--- config.mk ---
export PLATFORM = sky130hd
export DESIGN_NAME = seq_event_logger
export DESIGN_NICKNAME = d
export VERILOG_FILES = /design/src/rtl/seq_event_logger.sv
export SDC_FILE = /design/constraint.sdc
export NUM_CORES = 1
export LEC_CHECK = 0
export CAP_MARGIN = 15
export CORE_UTILIZATION = 40
export DETAILED_ROUTE_END_ITERATION = 10
export GPL_TIMING_DRIVEN = 0
export PLACE_DENSITY = 0.65
export SLEW_MARGIN = 5
export SYNTH_ARGS = -nofsm -noshare
export SYNTH_HDL_FRONTEND = slang
export SYNTH_SLANG_ARGS = --single-unit
export TNS_END_PERCENT = 20
--- constraint.sdc ---
create_clock -name clk -period 4.6 [get_ports clk]
set_input_delay 0.46 -clock clk [delete_from_list [all_inputs] [get_ports clk]]
set_output_delay 0.46 -clock clk [all_outputs]
set_load 0.02 [all_outputs]
--- src/rtl/seq_event_logger.sv ---
// seq_event_logger
//
// Timestamps every cycle in which the sequence detector's match strobe is
// high and buffers the stamps in a small FIFO for a downstream reader.
// Saturating counters track accepted events and events dropped on a full FIFO.
//
// Ports:
//   clk        : single clock, all state updates on the rising edge
//   rst        : synchronous, active-high reset
//   signal     : event strobe; each cycle sampled high is one event
//   evt_valid  : FIFO head holds a stamp
//   evt_ready  : reader accepts the head entry
//   evt_ts     : head stamp, 0 when the FIFO is empty
//   evt_cnt    : saturating count of events accepted into the FIFO
//   ovf_cnt    : saturating count of events dropped because the FIFO was full
//   fifo_level : number of occupied entries, 0..DEPTH
//
// Handshake: a stamp is transferred at a rising edge where evt_valid and
// evt_ready are both high. evt_valid comes straight from the registered level
// and never depends combinationally on evt_ready or signal; evt_ready while
// the FIFO is empty has no effect.

module seq_event_logger #(
  parameter int TS_W  = 16,
  parameter int DEPTH = 4,
  parameter int CNT_W = 8
) (
  input  logic                       clk,
  input  logic                       rst,
  input  logic                       signal,
  output logic                       evt_valid,
  input  logic                       evt_ready,
  output logic [TS_W-1:0]            evt_ts,
  output logic [CNT_W-1:0]           evt_cnt,
  output logic [CNT_W-1:0]           ovf_cnt,
  output logic [$clog2(DEPTH):0]     fifo_level
);

  localparam int AW = $clog2(DEPTH);
  localparam int LW = AW + 1;
  localparam logic [LW-1:0]    FULL_LVL = LW'(DEPTH);
  localparam logic [CNT_W-1:0] CNT_MAX  = '1;

  logic [TS_W-1:0] ts;
  logic [TS_W-1:0] mem [DEPTH];
  logic [AW-1:0]   wr_ptr;
  logic [AW-1:0]   rd_ptr;
  logic [LW-1:0]   level;

  logic full;
  logic pop;
  logic push;
  logic drop;

  assign full      = (level == FULL_LVL);
  assign evt_valid = (level != '0);
  assign pop       = evt_valid & evt_ready;
  // A pop in the same edge frees the slot, so a full FIFO still accepts.
  assign push      = signal & (~full | pop);
  assign drop      = signal & full & ~pop;

  // Head is read straight from storage; zero it when nothing is buffered so
  // stale entries never leak out.
  assign evt_ts     = evt_valid ? mem[rd_ptr] : '0;
  assign fifo_level = level;

  // Storage carries no reset: pointers and level define what is meaningful.
  always_ff @(posedge clk) begin
    if (!rst && push) begin
      mem[wr_ptr] <= ts;
    end
  end

  always_ff @(posedge clk) begin
    if (rst) begin
      ts      <= '0;
      wr_ptr  <= '0;
      rd_ptr  <= '0;
      level   <= '0;
      evt_cnt <= '0;
      ovf_cnt <= '0;
    end else begin
      ts <= ts + TS_W'(1);

      // DEPTH is a power of two, so the pointers wrap naturally.
      if (push) begin
        wr_ptr <= wr_ptr + AW'(1);
      end
      if (pop) begin
        rd_ptr <= rd_ptr + AW'(1);
      end

      case ({push, pop})
        2'b10:   level <= level + LW'(1);
        2'b01:   level <= level - LW'(1);
        default: level <= level;
      endcase

      if (push && (evt_cnt != CNT_MAX)) begin
        evt_cnt <= evt_cnt + CNT_W'(1);
      end
      if (drop && (ovf_cnt != CNT_MAX)) begin
        ovf_cnt <= ovf_cnt + CNT_W'(1);
      end
    end
  end

endmodule

==> flow_summary.toml, run 1 <==
[status]
status = "completed"

[worst_setup_path]
path_cells = "buf_1, clkbuf_1, mux4_2, and2_1, clkdlybuf4s50_1"
cp.arrival_ps = 2770
timing_worst_setup_path_type = "flop to output port"
cp.buffers_inverters = 3
worst_setup_ep_type = "output port"
crit_path_max_fanout = 10
crit-reg2reg-launch = "fifo_level[0]"
setup.worst_path.start_class = "flop"
timing.critical_path.slowest_cell_delay_ps = 580
critPathSlowestCell = "clkbuf_1"
critical_path_required_ps = 4140
critical_path.top_delay_family = "buffers and inverters"

[clocking]
cts.hold.buffers_added = 0
cts_inserted_buffers = 9
insertion_delay_ps = 370
h-tree-depth = 3
cts-root-buf = "clkbuf_8"
post-cts-setup-buffers = 0
clk_transition_reported_paths_ps = 100
cts_tree = "yes"
clock_sink_count = 105
clk_path_buf_depth = 2
post_cts.resized_instances = 0

[placed_design]
io_buffer_count = 36
placedCellCount = 493
last_weighted_congestion_value_of_the_routability_driven_placer = 0.7634
dp_worst_setup_slack_ps = 1720
detailed_place_hpwl_mm = 5.183

[timing]
timing.setup.tns_ps = 0
worst_pin_slew_ps = 937.9
max_slew_margin_pct = 37.47
maxClockFrequency_mhz = 309.2
timing.final.max_slew_violations = 0
report.final.setup_viol = 0
finClkSkew_ps = 10.46
whs_ps = 505.4
final_period_minus_worst_setup_slack_ps = 3235
grt_setup_unrepaired = "no"
post-route-period-util_pct = 70.32
post-route-worst-setup-slack_ps = 1365
timing.final.hold_violations = 0

[grt]
grt_pass1_vias = 2644
pin_count_of_the_biggest_net_entering_global_routing = 19
antenna_violations_before_repair = 0
grt_overflow_total = 0
grt_use_total_pct = 15.68
grt_first_pass_wirelength_mm = 13.54

[pwr]
netSwitchingPower_uw = 517.4
cellInternalPower_mw = 1.401
share_seq_of_total_power_pct = 54.6
power_density_mw_per_mm2 = 377.5
swShare_pct = 26.96
power_mw = 1.919
peakVddDrop_mv = 0.1416
clkPwrFrac_pct = 28.4
share_of_power_burned_in_combinational_logic_pct = 17.0
total_leakage_power_nw = 1.624

[floorplan]
dieWidth_um = 106.5
design.die.area_sq_mm = 0.01133
floorplan.initialDensity_pct = 41.71
count_of_standard_cell_rows = 37
core-area_sq_mm = 0.01046
num_io_pins = 40
dieHeight_um = 106.5

[layout]
layout.cells.most_common = "edfxtp_1"
syn2layout_area_growth_pct = 16.46
final-instance-count-excl-fill = 509
layout_common_cells = "edfxtp_1, dfxtp_1, clkdlybuf4s50_1"
proportion_of_layout_cells_with_a_drive_suffix_above_1_pct = 11.80
insertedDiodeCount = 0
nets = 380

[synth]
post_synth_inst_count = 321
async_flop_share_pct = 0
synth_top_area_cell = "edfxtp_1"
synth-edff-count = 64
synthDistinctLibCells = 44
syn-num-nets = 333
synth_seq_area_share_pct = 62.84
synthesis.area_per_instance_sq_um = 13.60
synth_ff_type = "edfxtp_1"
synth_top_area_cells = "edfxtp_1, dfxtp_1, mux4_2, and2_1, nor2_1"
yosys.area.top_type_share_pct = 44.04
mappedNetlistArea_sq_mm = 0.004364
postSynthRegisterBits = 105
synth_warnings = 0

[detailed_routing]
viasPerCell = 5.275
drt_iter0_drc = 103
avgRoutedWirePerCell_um = 15.92
dr.pass1.iters = 4
remaining_drc_errors = 0
drt-total-wl_mm = 8.105
postRouteAntennaNets = 0
vias = 2685

[min_path]
hold_class = "flop to flop"
worstHoldStart = "wr_ptr[1]"

[run]
drv.max_cap_violation_count = 0
[final cells by class]
cell class / instances / area, sq um
Fill cell: 956 / 5380
Sequential cell: 105 / 2743
Multi-Input combinational cell: 194 / 1534
Timing Repair Buffer: 36 / 360.3
Tap cell: 136 / 170.2
Clock buffer: 10 / 137.6
Buffer: 14 / 57.56
Clock inverter: 6 / 50.05
Inverter: 8 / 30.03
[power by group through the flow]
| stage | clock, mW | combinational, mW | sequential, mW |
|---|---|---|---|
| 2_1_floorplan | 0 | 0.206 | 1.07 |
| 5_1_grt | 0.597 | 0.357 | 1.05 |
| 6_report | 0.544 | 0.326 | 1.05 |
| 3_5_place_dp | 0 | 0.332 | 1.07 |
| 4_1_cts | 0.555 | 0.333 | 1.05 |
| 3_3_place_gp | 0 | 0.327 | 1.07 |
[sequential cells by signal, summed over array words and instances (netlist names), named ones only]
name / count
rd_ptr: 2
mem: 64
ts: 16
evt_cnt: 8
ovf_cnt: 8
fifo_level: 3
wr_ptr: 2
[through the flow]
stage | instance area [sq um] | utilization (%)
floorplan | 4364 | -
global placement | 4895 | 46.78
detailed placement | 4895 | 46.78
CTS | 5082 | 48.58
global route | 5082 | 48.58
finish | 5082 | 48.58
[worst paths after layout]
kind / to / slack, ps / cells after the start
worst max-delay path: evt_ts[11] / 1370 / 5
worst min register to register: wr_ptr[1] / 510 / 2
worst max register to register: fifo_level[2] / 1860 / 9
worst min-delay path: wr_ptr[1] / 510 / 2
[cells in the mapped netlist, types with 2 or more instances]
cell type   n
a211oi_1    2
a21oi_1     9
and2_1     20
and3_1      2
and4_1      2
buf_1       2
buf_2       4
clkbuf_1    8
dfxtp_1    41
edfxtp_1   64
ha_1        7
inv_1       8
mux2i_1     3
mux4_2     16
nand2_1    11
nand3_1    14
nand4_1    11
nor2_1     32
nor3_1      4
nor4_1      4
o2111ai_1   2
o211ai_1    3
o21ai_0     4
o31ai_1     3
or3_1       2
or3_2       3
or4_1       2
xnor2_1    10
xor2_1     13
[tightest hold or removal path, stage by stage (launching register included)]
cell and delay (ps):
dfxtp_1 350, nand2_1 70, a21oi_1 50
[kinds of logic after synthesis]
family                   after synthesis  synth area share, %
XOR/XNOR                              23                4.616
flip-flops                           105                62.84
multiplexers                          19                8.945
adder cells (fa/ha/maj)                8                2.466
AND/OR/NAND/NOR                      115                14.39
buffers and inverters                 22                2.007
AO/OA/AOI/OAI                         29                4.731
[layer usage]
layer | track usage, % | routed length [um]
met5 | 0 | 0
met2 | 24.68 | 3828
met3 | 2.820 | 232
met4 | 6.360 | 147
met1 | 21.53 | 3896
No activity file was read; power rests on OpenSTA's default activity.
==> run 2: changes to the inputs <==
- clock period: 4.6 -> 3.3 ns (I/O delays scaled with it)
==> results of run 2 <==
The final DEF is identical to that of run 1. Status: completed.
Main changes from that run: setup slack after placement 1720 ps -> 549.8 ps; setup slack after layout 1365 ps -> 195.4 ps; hold slack 505.4 ps -> 450.4 ps; register-to-register setup slack 1860 ps -> 560 ps; total power 1.919 mW -> 2.674 mW; worst IR drop on VDD 0.1416 mV -> 0.1974 mV
==> variant 1, RTL diff (settings of run 1) <==
Set the parameter `CNT_W` to 10 (it was 8).
--- a/src/rtl/seq_event_logger.sv
+++ b/src/rtl/seq_event_logger.sv
@@ -24,5 +24,5 @@
   parameter int TS_W  = 16,
   parameter int DEPTH = 4,
-  parameter int CNT_W = 8
+  parameter int CNT_W = 10
 ) (
   input  logic                       clk,
Interface: changed (resized evt_cnt and ovf_cnt); port bits go from 40 to 44. No check against the original RTL was run, so the function may have changed too.
==> variant 1 against run 1 <==
Sequential cell count up 4; design area up 7.5%; total power up 15%; non-clock buffer count up 7; routed wire length up 6.3%; combinational power up 2%; synthesized area up 4.5%; die area up 4.4%; setup slack worse by 0.020 ns; critical path type unchanged; critical endpoint is now evt_ts[13]; highest routed layer unchanged.
==> variant 1: results (changes against run 1) <==
[place]
place_congestion=0.778  ; was 0.763
portBuffers=42  ; was 36
place_ws_ns=1.60  ; was 1.72 ns
dp_hpwl_um=5850  ; was 5180 um
place_area_mm2=0.00515  ; was 0.00489 mm2

[worst_hold_path]
worstHoldStart=rst  ; was wr_ptr[1]
hold_end=ts[1]  ; was wr_ptr[1]
hold_path_depth=2  ; unchanged
worstHoldPathType=primary input to flip-flop  ; was flip-flop to flip-flop

[synth]
synth-compound-area-share=0.0659  ; was 0.0473
synthTopCellsByArea=edfxtp_1 (42%), dfxtp_1 (20%), mux4_2 (7.9%)  ; was edfxtp_1 (44%), dfxtp_1 (19%), mux4_2 (8.3%)
synth.avg_cell_area_um2=13.0  ; was 13.6 um2
synthXorXnorAreaFrac=0.0346  ; was 0.0462
synthAdderAreaFrac=0.0236  ; was 0.0247
synth.area.mux_share=0.0834  ; was 0.0894
ys_top_cells_by_count=edfxtp_1 (64), dfxtp_1 (45), nor2_1 (27), and2_1 (20), nand3_1 (20)  ; was edfxtp_1 (64), dfxtp_1 (41), nor2_1 (32), and2_1 (20), mux4_2 (16)
synth_cell_types=47  ; was 44
yosysSeqAreaShare=0.619  ; was 0.628

[cells_and_area]
seqCellArea_mm2=0.00282  ; was 0.00274 mm2
fill_cells=967  ; was 956
drive_gt1_frac=0.100  ; was 0.118

[timing]
holdWs_ns=0.365  ; was 0.505 ns
finalClockSkew_ns=0.0127  ; was 0.0105 ns

[drt]
wl_per_cell_um=15.7  ; was 15.9 um
drt-initial-drc-count=86  ; was 103
routed_wl_um=8620  ; was 8110 um
firstDrtPassIters=4  ; unchanged
viasPerCell=5.30  ; was 5.28

[grt]
grt.total_usage=0.163  ; was 0.157
grt_pass1_wl_um=14500  ; was 13500 um
grt_max_degree=20  ; was 19
grt_pass1_vias=2904  ; was 2644

[power_and_ir_drop]
power_frac_seq=0.492  ; was 0.546
switching_power_uw=550  ; was 517 uW
leakage_uw=0.00177  ; was 0.00162 uW
pg_comb_uw=333  ; was 326 uW

[outcome]
status=finished clean  ; unchanged

[clocking]
clk_latency_ns=0.35  ; was 0.37 ns
clkSlewWorstSetupHoldPaths_ns=0.07  ; was 0.10 ns
ctsRootBufferMaster=clkbuf_16  ; was clkbuf_8

[setup_path]
r2r_cells=8  ; was 9
slowest_stage=mux4_2  ; was clkbuf_1

-- variant 1: cell types whose count changed after synthesis, moves of 4 or more --
cell | before | now
nand4_1 | 11 | 7
a21oi_1 | 9 | 17
or3_1 | 2 | 11
dfxtp_1 | 41 | 45
nor2_1 | 32 | 27
xnor2_1 | 10 | 5
o21ai_0 | 4 | 11
nand3_1 | 14 | 20
-- variant 1: per-layer routing --
metal / vias to the layer above / track usage / share of wire
li1: 1427 / - / -
met1: 1424 / 0.206 / 0.46
met2: 59 / 0.276 / 0.50
met3: 7 / 0.0412 / 0.033
met4: 0 / 0.0463 / 0.0075
met5: - / 0 / 0
-- variant 1: how the worst max path moves through the flow --
stage,startpoint,endpoint,slack [ns],cells past startpoint
floorplan,fifo_level[0],fifo_level[2],2.25,8
global placement,flip-flop,evt_ts[7],1.65,5
detailed placement,flip-flop,evt_ts[5],1.60,5
CTS,flip-flop,evt_ts[5],1.22,5
global route,flip-flop,evt_ts[5],1.06,5
finish,flip-flop,evt_ts[13],1.35,5
-- variant 1: layout make-up --
type	instances	area share
flip-flops and latches	109	0.516
multi-input cells	217	0.299
repair buffers	42	0.0769
clock buffers	10	0.0419
well taps	140	0.0321
clock inverters	6	0.0149
plain buffers	15	0.0117
inverters	11	0.00755
-- variant 1: logic make-up after synthesis --
| logic type | after synthesis |
|---|---|
| and+or+nand+nor | 125 |
| xor gates and xnor gates | 18 |
| muxes | 18 |
| DFF | 109 |
| AOI/OAI and AO/OA | 48 |
| buffers and inverters | 26 |
| adders and majority gates | 8 |
-- variant 1: worst register-to-register path, cell delays in order (launching register included) --
cell      delay, ns
dfxtp_1        0.48
or3_2          0.19
clkbuf_1       0.35
nand3_1        0.15
fa_1           0.43
and3b_1        0.22
a21oi_1        0.14
nor2_1         0.05
o31a_1         0.29
==> variant 2, RTL diff (settings of run 1) <==
Without the edit above. Reset style: asynchronous (`rst`), changed in one clocked block. Comments in the files are not updated.
--- a/src/rtl/seq_event_logger.sv
+++ b/src/rtl/seq_event_logger.sv
@@ -72,5 +72,5 @@
   end
 
-  always_ff @(posedge clk) begin
+  always_ff @(posedge clk or posedge rst) begin
     if (rst) begin
       ts      <= '0;
Function: differs if rst is asserted again (counterexample within 4 cycles, from zero or initial values and one cycle with rst high); with rst held inactive, the same outputs for 10 cycles.
==> variant 2 against run 1 <==
Routed wire length decreased by 2.7%; sequential cell count shrank 2; critical path depth is the same; global-route usage is 0.67 points lower; cell count down 6.3%; setup slack hardly changed; synthesized area is 0.43% higher; die area rose by 0.41%; clock skew down 0.0028 ns; design area grew 1.7%; hold slack got worse by 0.16 ns.
Power is not compared: it rests on default switching activity, and its combinational part moved more than twofold at a synthesized area within 25%.
==> variant 2: results (changes against run 1) <==
[outcome]
status=finished clean  ; unchanged

[grt]
grt.total_usage=0.150  ; was 0.157
grt_util_met3=0.0213  ; was 0.0282
use_met2=0.250  ; was 0.247
use_met1=0.194  ; was 0.215
grt_pass1_wl_um=12800  ; was 13500 um
grt_max_degree=36  ; was 19

[cells_and_area]
fin_nets=348  ; was 380

[synth]
ys_top_cells_by_count=edfxtp_1 (64), dfrtp_1 (39), and2_1 (16), mux4_2 (16)  ; was edfxtp_1 (64), dfxtp_1 (41), nor2_1 (32), and2_1 (20), mux4_2 (16)
syn_inst=286  ; was 321
yosysSeqAreaShare=0.661  ; was 0.628
syn_nets=298  ; was 333

[setup_path]
r2r_slack_ns=2.20  ; was 1.86 ns
timing.rr.end=mem[2][10]  ; was fifo_level[2]
slowest_stage=buf_1  ; was clkbuf_1
regToRegStartpoint=fifo_level[2]  ; was fifo_level[0]
r2r_cells=3  ; was 9

[place]
place_area_mm2=0.00495  ; was 0.00489 mm2
place_congestion=0.771  ; was 0.763
place_ws_ns=1.62  ; was 1.72 ns
portBuffers=38  ; was 36
dp_hpwl_um=5090  ; was 5180 um

[timing]
finalClockSkew_ns=0.00766  ; was 0.0105 ns

[worst_hold_path]
worstHoldPathType=primary input to async pin  ; was flip-flop to flip-flop

[drt]
vias=2466  ; was 2685
wl_per_cell_um=16.5  ; was 15.9 um

## variant 2: cell types whose count changed after synthesis, sizes merged, moves of 5 or more
cell	run 1	this run
nor2	32	9
dfrtp	0	39
dfxtp	41	0
nand4	11	4
mux2	0	7
a21oi	9	3
clkbuf	8	3
xor2	13	8
and3	2	8
## variant 2: layout make-up
cell class	instances	area share
repair buffers	39	0.0774
multi-input cells	162	0.269
inverters	11	0.00798
flip-flops and latches	103	0.560
clock buffers	9	0.0240
plain buffers	10	0.00992
well taps	136	0.0329
clock inverters	7	0.0181
## variant 2: critical path, delay by kind of cell (launching register included)
kind | cells | cell delay, ns
buffers and inverters | 3 | 1.50
muxes | 1 | 0.41
DFF | 1 | 0.34
and+or+nand+nor | 1 | 0.17
## variant 2: worst max path at each step
stage                            end  slack [ns]
after floorplan            mem[2][0]        2.27
after global placement    mem[0][14]        1.04
after detailed placement  mem[2][13]        1.62
after CTS                  evt_ts[6]        1.28
after global routing       evt_ts[7]        1.19
final                      evt_ts[7]        1.37
## variant 2: power groups by stage
stage / Clock, uW / Combinational (uW) / Sequential, uW
finish: 615 / 1140 / 1230
detailed placement: 0 / 1160 / 1250
global placement: 0 / 1140 / 1240
global route: 659 / 1240 / 1250
floorplan: 0 / 653 / 1290
CTS: 628 / 1160 / 1230
## variant 2: cell families after synthesis
group,count (synthesis),share of synthesized area
mux,26,0.108
simple gates,85,0.109
xor+xnor,22,0.0440
flops,103,0.661
fa+ha+maj,8,0.0245
buf+inv,21,0.0211
compound gates,21,0.0320
## variant 2: layer usage
layer	wire length, um	part of all wire	vias up
li1	-	-	1159
met1	3530	0.45	1248
met2	3960	0.50	47
met3	224	0.028	12
met4	167	0.021	0
met5	0	0	-
